`src/rtl/instr_issue_buffer_pkg.sv`:
```
// rtl/instr_issue_buffer_pkg.sv - shared widths, opcodes and field positions for the issue buffer
package instr_issue_buffer_pkg;

    localparam int INSTR_W = 32;
    localparam int PC_W    = 32;

    localparam logic [5:0] OP_RTYPE = 6'h00;
    localparam logic [5:0] OP_J     = 6'h02;
    localparam logic [5:0] OP_JAL   = 6'h03;
    localparam logic [5:0] OP_BEQ   = 6'h04;
    localparam logic [5:0] OP_BNE   = 6'h05;
    localparam logic [5:0] OP_ADDI  = 6'h08;
    localparam logic [5:0] OP_ADDIU = 6'h09;
    localparam logic [5:0] OP_SLTI  = 6'h0A;
    localparam logic [5:0] OP_ANDI  = 6'h0C;
    localparam logic [5:0] OP_ORI   = 6'h0D;
    localparam logic [5:0] OP_LUI   = 6'h0F;
    localparam logic [5:0] OP_LW    = 6'h23;
    localparam logic [5:0] OP_SW    = 6'h2B;

    localparam logic [5:0] FUNCT_JR = 6'h08;

    localparam int OP_MSB    = 31;
    localparam int OP_LSB    = 26;
    localparam int RS_MSB    = 25;
    localparam int RS_LSB    = 21;
    localparam int RT_MSB    = 20;
    localparam int RT_LSB    = 16;
    localparam int RD_MSB    = 15;
    localparam int RD_LSB    = 11;
    localparam int FUNCT_MSB = 5;
    localparam int FUNCT_LSB = 0;

    localparam logic [4:0] REG_RA = 5'd31;

endpackage

```
`src/rtl/instr_issue_buffer_hazard_check.sv`:
```
// rtl/instr_issue_buffer_hazard_check.sv - decides whether head+1 may issue alongside the head
module ib_hazard_check
    import instr_issue_buffer_pkg::*;
(
    input  logic [INSTR_W-1:0] instr_a,
    input  logic [INSTR_W-1:0] instr_b,
    output logic               hazard
);

    logic [5:0] op_a;
    logic [5:0] op_b;
    logic [5:0] funct_a;
    logic [4:0] rs_b;
    logic [4:0] rt_b;
    logic [4:0] dest_a;
    logic       ctrl_a;
    logic       mem_a;
    logic       mem_b;
    logic       raw;
    logic       unused_bits;

    assign op_a    = instr_a[OP_MSB:OP_LSB];
    assign op_b    = instr_b[OP_MSB:OP_LSB];
    assign funct_a = instr_a[FUNCT_MSB:FUNCT_LSB];
    assign rs_b    = instr_b[RS_MSB:RS_LSB];
    assign rt_b    = instr_b[RT_MSB:RT_LSB];

    assign unused_bits = ^{instr_a[RS_MSB:RS_LSB], instr_a[10:6], instr_b[15:0]};

    always_comb begin
        dest_a = 5'd0;
        case (op_a)
            OP_RTYPE: if (funct_a != FUNCT_JR) dest_a = instr_a[RD_MSB:RD_LSB];
            OP_ADDI, OP_ADDIU, OP_SLTI, OP_ANDI,
            OP_ORI, OP_LUI, OP_LW:  dest_a = instr_a[RT_MSB:RT_LSB];
            OP_JAL:   dest_a = REG_RA;
            default:  dest_a = 5'd0;
        endcase
    end

    assign ctrl_a = (op_a == OP_J) || (op_a == OP_JAL) || (op_a == OP_BEQ) || (op_a == OP_BNE)
                 || ((op_a == OP_RTYPE) && (funct_a == FUNCT_JR));
    assign mem_a  = (op_a == OP_LW) || (op_a == OP_SW);
    assign mem_b  = (op_b == OP_LW) || (op_b == OP_SW);
    // Writes to $0 are discarded, so they never create a dependency.
    assign raw    = (dest_a != 5'd0) && ((dest_a == rs_b) || (dest_a == rt_b));

    assign hazard = ctrl_a || (mem_a && mem_b) || raw;

endmodule

```
`src/rtl/instr_issue_buffer.sv`:
```
// rtl/instr_issue_buffer.sv - dual-slot in-order instruction buffer between fetch and decode
module instr_issue_buffer
    import instr_issue_buffer_pkg::*;
#(
    parameter int DEPTH    = 8,
    parameter int IWIDTH   = INSTR_W,
    parameter int PC_WIDTH = PC_W
) (
    input  logic                       ib_i_clk,
    input  logic                       ib_i_rst,
    input  logic                       ib_i_flush,
    input  logic                       ib_i_valid_1,
    input  logic                       ib_i_valid_2,
    input  logic [IWIDTH-1:0]          ib_i_instr_1,
    input  logic [IWIDTH-1:0]          ib_i_instr_2,
    input  logic [PC_WIDTH-1:0]        ib_i_pc_1,
    input  logic [PC_WIDTH-1:0]        ib_i_pc_2,
    output logic                       ib_o_ready,
    input  logic                       ib_i_stall,
    output logic                       ib_o_valid_1,
    output logic                       ib_o_valid_2,
    output logic [IWIDTH-1:0]          ib_o_instr_1,
    output logic [IWIDTH-1:0]          ib_o_instr_2,
    output logic [PC_WIDTH-1:0]        ib_o_pc_1,
    output logic [PC_WIDTH-1:0]        ib_o_pc_2,
    output logic                       ib_o_split,
    output logic [$clog2(DEPTH):0]     ib_o_count
);

    localparam int PW = $clog2(DEPTH);
    localparam int CW = PW + 1;

    logic [IWIDTH-1:0]   instr_mem [DEPTH];
    logic [PC_WIDTH-1:0] pc_mem    [DEPTH];

    logic [PW-1:0] rd_ptr;
    logic [PW-1:0] wr_ptr;
    logic [PW-1:0] rd_ptr_b;
    logic [PW-1:0] wr_ptr_b;
    logic [CW-1:0] count;
    logic [1:0]    push_n;
    logic [1:0]    pop_n;
    logic          push_ok;
    logic          hazard;

    assign rd_ptr_b   = rd_ptr + 1'b1;
    assign wr_ptr_b   = wr_ptr + 1'b1;
    assign ib_o_ready = (count <= CW'(DEPTH - 2));
    assign ib_o_count = count;
    assign push_ok    = ib_o_ready && !ib_i_flush;
    assign push_n     = push_ok ? ({1'b0, ib_i_valid_1} + {1'b0, ib_i_valid_2}) : 2'd0;

    ib_hazard_check u_hazard (
        .instr_a (instr_mem[rd_ptr]),
        .instr_b (instr_mem[rd_ptr_b]),
        .hazard  (hazard)
    );

    // Issue decisions look only at entries already stored, so a push is never bypassed.
    always_comb begin
        pop_n = 2'd0;
        if (!ib_i_stall) begin
            if (count == CW'(1))
                pop_n = 2'd1;
            else if (count >= CW'(2))
                pop_n = hazard ? 2'd1 : 2'd2;
        end
    end

    always_ff @(posedge ib_i_clk) begin
        if (push_ok) begin
            if (ib_i_valid_1) begin
                instr_mem[wr_ptr] <= ib_i_instr_1;
                pc_mem[wr_ptr]    <= ib_i_pc_1;
                if (ib_i_valid_2) begin
                    instr_mem[wr_ptr_b] <= ib_i_instr_2;
                    pc_mem[wr_ptr_b]    <= ib_i_pc_2;
                end
            end else if (ib_i_valid_2) begin
                instr_mem[wr_ptr] <= ib_i_instr_2;
                pc_mem[wr_ptr]    <= ib_i_pc_2;
            end
        end
    end

    always_ff @(posedge ib_i_clk or negedge ib_i_rst) begin
        if (!ib_i_rst) begin
            rd_ptr       <= '0;
            wr_ptr       <= '0;
            count        <= '0;
            ib_o_valid_1 <= 1'b0;
            ib_o_valid_2 <= 1'b0;
            ib_o_instr_1 <= '0;
            ib_o_instr_2 <= '0;
            ib_o_pc_1    <= '0;
            ib_o_pc_2    <= '0;
            ib_o_split   <= 1'b0;
        end else if (ib_i_flush) begin
            rd_ptr       <= '0;
            wr_ptr       <= '0;
            count        <= '0;
            ib_o_valid_1 <= 1'b0;
            ib_o_valid_2 <= 1'b0;
            ib_o_split   <= 1'b0;
        end else begin
            wr_ptr <= wr_ptr + PW'(push_n);
            rd_ptr <= rd_ptr + PW'(pop_n);
            count  <= count + CW'(push_n) - CW'(pop_n);
            if (!ib_i_stall) begin
                ib_o_valid_1 <= (pop_n != 2'd0);
                ib_o_valid_2 <= (pop_n == 2'd2);
                ib_o_split   <= (count >= CW'(2)) && (pop_n == 2'd1);
                if (pop_n != 2'd0) begin
                    ib_o_instr_1 <= instr_mem[rd_ptr];
                    ib_o_pc_1    <= pc_mem[rd_ptr];
                end
                if (pop_n == 2'd2) begin
                    ib_o_instr_2 <= instr_mem[rd_ptr_b];
                    ib_o_pc_2    <= pc_mem[rd_ptr_b];
                end
            end
        end
    end

endmodule
```
`config.mk`:
```
export PLATFORM = sky130hd
export DESIGN_NAME = instr_issue_buffer
export DESIGN_NICKNAME = d
export VERILOG_FILES = /design/src/rtl/instr_issue_buffer_pkg.sv /design/src/rtl/instr_issue_buffer_hazard_check.sv /design/src/rtl/instr_issue_buffer.sv
export SDC_FILE = /design/constraint.sdc
export NUM_CORES = 1
export LEC_CHECK = 0
export CAP_MARGIN = 20
export CORE_MARGIN = 3
export CORE_UTILIZATION = 45
export CTS_CLUSTER_SIZE = 28
export DETAILED_ROUTE_END_ITERATION = 16
export GPL_TIMING_DRIVEN = 0
export HOLD_SLACK_MARGIN = 0.08
export PLACE_DENSITY = 0.6
export SKIP_CTS_REPAIR_TIMING = 1
export SLEW_MARGIN = 20
export SYNTH_ARGS = -nofsm -noshare
export SYNTH_HDL_FRONTEND = slang
export SYNTH_HIERARCHICAL = 1
export SYNTH_SLANG_ARGS = --single-unit
```
`constraint.sdc`:
```
create_clock -name ib_i_clk -period 5.98 [get_ports ib_i_clk]
set_input_delay 1.196 -clock ib_i_clk [delete_from_list [all_inputs] [get_ports ib_i_clk]]
set_output_delay 1.196 -clock ib_i_clk [all_outputs]
set_load 0.005 [all_outputs]
```
# Word level (Yosys, flattened, before mapping)
# Memories as Yosys holds them, arrays and structs flattened. A register that Yosys moved wholly into a read port is not among the register bits.
# Cells that the tools add are included.
# word_totals
reg_bits	77
mem_bits_rw	512
in_bits	134
mem_count	2
# memory_table
name	depth	width	rd	rd_ports_with_merged_regs	write_ports	line_no	rtl
instr_mem	8	32	2	0	2	instr_issue_buffer.sv:33	logic [IWIDTH-1:0] instr_mem [DEPTH];
pc_mem	8	32	2	2	2	instr_issue_buffer.sv:34	logic [PC_WIDTH-1:0] pc_mem [DEPTH];
# classes
addsub	7
n_lt_le_gt_ge	2
n_eq_ne	22
mux	28
n_bitwise	4
n_reduce_logical	23
# op_table
operator	count
32-bit two-way mux	2
6-bit by 4-bit equality test with 1-bit output, second input constant	7
6-bit equality test, second input constant	4
1-bit two-way mux	16
5-bit one-hot mux with 3 select lines	1
6-bit by 2-bit equality test with 1-bit output, second input constant	2
6-bit by 3-bit equality test with 1-bit output, second input constant	2
5-bit equality test	2
2-bit two-way mux	5
1-bit logical OR	9
7-bit OR reduction	1
3-bit by 1-bit adder with 3-bit output, second input constant	2
3-bit by 2-bit adder with 3-bit output	2
6-bit zero test	1
3-bit two-way mux	2
6-bit by 4-bit != test with 1-bit output, second input constant	1
3-bit AND reduction	2
1-bit logical AND	5
5-bit two-way mux	1
5-bit nonzero test	1
4-bit by 2-bit adder with 4-bit output	1
4-bit by 1-bit equality test with 1-bit output, second input constant	1
4-bit by 2-bit greater-or-equal comparator with 1-bit output, second input constant	1
4-bit by 3-bit <= comparator with 1-bit output, second input constant	1
other kinds (10)	14

# Logic depth before layout (Yosys ltp)
# An unclocked memory read counts as a cell.
# depth
word_depth	16
ltp_mapped	23
depth_no_buf	20

# Hierarchy
# The synthesis kept the hierarchy.
# modules_own_cells
module	instances	cells_each	area_per_inst_um2	seq_area_each_um2
instr_issue_buffer	1	2506	35894.4	18903.1
ib_hazard_check	1	44	375.4	0.0

# Least setup slack after synthesis
# OpenSTA, ideal clock, no wires.
# synth_path
path_type	in2reg
start	input port ib_i_valid_1
end	memory instr_mem[6][0] (netlist bit) (enable)
setup_time_ps	507
arrival_ps	5104
required_time_ps	5473
path_slack_ps	368
path_stages	7
n_path_buf	1
cell_sequence	inv_1 -> ha_1 -> clkbuf_1 -> nor2_1 -> nor2_1 -> nand3_1 -> a21oi_1
# synth_lines
element	line_no	rtl
start, declared	instr_issue_buffer.sv:12	input logic ib_i_valid_1,
end, declared	instr_issue_buffer.sv:33	

# Final worst setup path
# layout_path
start	register rd_ptr[2]
end	register count[3] (netlist: ib_o_count[3])
# layout_via
elab_chain_cells	14
# layout_lines
element	line_no	rtl
start, declared	instr_issue_buffer.sv:36	logic [PW-1:0] rd_ptr;
start signal, assigned	instr_issue_buffer.sv:107	rd_ptr <= rd_ptr + PW'(pop_n);
memory read 8 x 32 bit (*)	n/a	
6-bit by 4-bit equality test with 1-bit output, or another cell as far along	instr_issue_buffer_hazard_check.sv:32	case (op_a)
7-bit OR reduction, or another cell as far along	instr_issue_buffer_hazard_check.sv:32	
5-bit one-hot mux with 3 select lines / 1-bit logical OR (equally long branches)	instr_issue_buffer_hazard_check.sv:32, instr_issue_buffer_hazard_check.sv:41	
5-bit equality test / 1-bit logical OR (equally long branches)	instr_issue_buffer_hazard_check.sv:46, instr_issue_buffer_hazard_check.sv:41	
1-bit logical OR (on tied branches)	instr_issue_buffer_hazard_check.sv:46, instr_issue_buffer_hazard_check.sv:42	
1-bit logical AND / 1-bit logical OR (equally long branches)	instr_issue_buffer_hazard_check.sv:46, instr_issue_buffer_hazard_check.sv:48	
1-bit logical OR (*)	instr_issue_buffer_hazard_check.sv:48	assign hazard = ctrl_a || (mem_a && mem_b) || raw;
named net hazard	instr_issue_buffer.sv:44	logic hazard;
2-bit two-way mux (*)	instr_issue_buffer.sv:66	pop_n = hazard ? 2'd1 : 2'd2;
2-bit two-way mux (*)	instr_issue_buffer.sv:65	else if (count >= CW'(2))
2-bit two-way mux (*)	instr_issue_buffer.sv:63	if (count == CW'(1))
2-bit two-way mux (*)	instr_issue_buffer.sv:62	if (!ib_i_stall) begin
4-bit by 2-bit subtractor with 4-bit output (*)	instr_issue_buffer.sv:108	count <= count + CW'(push_n) - CW'(pop_n);
4-bit two-way mux (*)	instr_issue_buffer.sv:98	end else if (ib_i_flush) begin
end signal, assigned	instr_issue_buffer.sv:108	
end, declared	instr_issue_buffer.sv:40	logic [CW-1:0] count;
# The timed path passes the listed nets; every way through them passes the cells marked *.
# A chain may end at the register's enable or synchronous reset.

==> impl_metrics.json <==
{
  "finalCoreUtilization": 0.5522,
  "routed_wirelength_um": 129000,
  "slew_headroom": 0.2295,
  "crit_family": "simple AND/OR/NAND/NOR gates",
  "crit_path_start_kind": "flop",
  "path_clk_slew_ps": 60,
  "grt_util_all_layers": 0.3011,
  "skew_ps": 27.39,
  "ant_nets": 0,
  "first_global_vias": 26270,
  "synth_area_um2": 36210,
  "yosysWarnings": 6,
  "crit_type": "flop to flop",
  "drive_gt1_frac": 0.3881,
  "power_density_nw_per_um2": 418.0,
  "clk_latency_ps": 630,
  "slew_violations": 0,
  "syn_area_per_cell_um2": 14.29,
  "drtIter0Drc": 2750,
  "fillCellCount": 6540,
  "cap_violations": 0,
  "grtUsageMet1": 0.4062,
  "wl_per_cell_um": 31.92,
  "min_period_ps": 5864,
  "fmax_mhz": 170.5,
  "irDropWorstVdd_v": 0.0002499,
  "grt_antenna_before_repair": 11,
  "vias_per_cell": 6.314,
  "h-tree-depth": 3,
  "cp-end-kind": "flop",
  "cts_max_path_buffers": 3,
  "grt_setup_unrepaired": "true",
  "worst_slew_pin_slew_ps": 1156,
  "initial_utilization": 0.4561,
  "met3_usage": 0.05600,
  "synth_nets": 2683,
  "cp.depth": 21,
  "setup_ws_ps": 115.6,
  "hold_viol": 0,
  "outcome": "completed",
  "dp_slack_ps": -1206,
  "crit_buf_inv": 4,
  "synthCells": 2533,
  "die_w_um": 289.7,
  "grt-ovfl-total": 0,
  "cts_tree": "built",
  "multi_input_comb_area_um2": 16220,
  "setup_viol": 0,
  "die_h_um": 289.7,
  "cp_slowest_cell": "or4_1",
  "grt_busiest_layer": "met2",
  "cts_root_buffer": "clkbuf_16",
  "fp.dieArea_um2": 83900,
  "cp_data_required_time_ps": 6440,
  "core_um2": 79390,
  "reg2regPathDepth": 21,
  "tns_ps": 0,
  "syn2layout_area_growth_pct": 21.08,
  "path_max_fanout": 10,
  "critPathMaxStageDelay_ps": 650,
  "worstHoldPathType": "input port to asynchronous set/reset pin",
  "ios": 270,
  "final_nets": 3072,
  "clock-sinks": 653,
  "period_share": 0.9807,
  "cts_buffers": 76,
  "gp_congestion": 0.8543,
  "worstPathCellList": "buf_2 > nor2_4 > buf_2 > a221oi_1 > or4_1 > nor3_2 > o31a_4 > a221o_1 > xor2_1 > nor3_2 > a22oi_2 > o22ai_2 > or3_4 > inv_1 > fa_1 > inv_1 > ha_1 > a21o_1 > a21oi_1 > xnor2_1 > nor2_1",
  "dr.pass1.iters": 6,
  "grt_pass1_wl_um": 182100,
  "rows": 103,
  "seqCellArea_um2": 18900,
  "crit_arrival_ps": 6320,
  "p_leak_nw": 14.95,
  "use_met2": 0.4881,
  "port_buffers": 269,
  "dp_hpwl_um": 88920,
  "drcViolationCount": 0,
  "grt_start_max_net_pins": 59,
  "vias": 25510
}
-- flip-flops by register name, indices dropped and copies added, names as in the netlist --
signal,flops
ib_o_count,4
ib_o_instr_1,32
ib_o_instr_2,32
ib_o_pc_1,32
ib_o_pc_2,32
ib_o_split,1
ib_o_valid_1,1
ib_o_valid_2,1
instr_mem,256
pc_mem,256
rd_ptr,3
wr_ptr,3
-- cell type report --
| cell class | instances | share of cell area |
|---|---|---|
| flip-flops and latches | 653 | 0.4312 |
| multi-input cells | 1675 | 0.3699 |
| repair buffers | 311 | 0.08340 |
| clock buffers | 120 | 0.05180 |
| well taps | 1050 | 0.02997 |
| plain buffers | 191 | 0.02954 |
| clock inverters | 17 | 0.002454 |
| inverters | 14 | 0.001199 |
| diodes | 10 | 0.0005708 |
-- power breakdown --
group | leakage (nW) | internal (W) | switching, W
Clock | 1.16 | 0.00264 | 0.00188
Sequential | 6.37 | 0.00561 | 0.000468
Combinational | 7.41 | 0.00347 | 0.00427
Total | 14.9 | 0.0117 | 0.00662
-- worst paths after layout --
kind	start	end	slack, ps
worst max-delay path	rd_ptr[2]	ib_o_count[3]	120
worst min-delay path	ib_i_rst	ib_o_instr_2[25]	480
worst max register to register	rd_ptr[2]	ib_o_count[3]	120
worst min register to register	ib_o_pc_1[6]	ib_o_pc_1[6]	480
max in group asynchronous	ib_i_rst	ib_o_count[3]	4470
min in group ib_i_clk	ib_o_pc_1[6]	ib_o_pc_1[6]	480
-- cells in the final DEF, fill, tap and decap left out, drive strengths merged, types with 36 or more instances in the layout --
cell type      count
edfxtp           512
clkdlybuf4s50    268
o21ai             37
dfrtp            141
clkbuf           187
buf              167
o31ai             64
o22ai            142
mux2i            192
mux2             865
nor2              45
a221oi            36
nand2            109
-- routing by layer --
layer	part of all wire	wire, µm	vias up
met2	0.47	60640	1331
met4	0.035	4451	4
met3	0.091	11770	268
met1	0.40	52110	13120
li1	-	-	10790
met5	0.00022	28	-
-- through the flow --
step / power, W / hold WS, ps / area, µm² / std cells
global placement: 0.01342 / 464.7 / 40210 / 3852
finish: 0.01833 / 477.9 / 43840 / 4041
floorplan: 0.01023 / 472.6 / 36210 / 2533
global route: 0.01896 / 493.9 / 43820 / 4034
detailed placement: 0.01363 / 471.8 / 41240 / 3892
CTS: 0.01815 / 477.9 / 43620 / 4029
No activity file was read; power rests on OpenSTA's default activity.
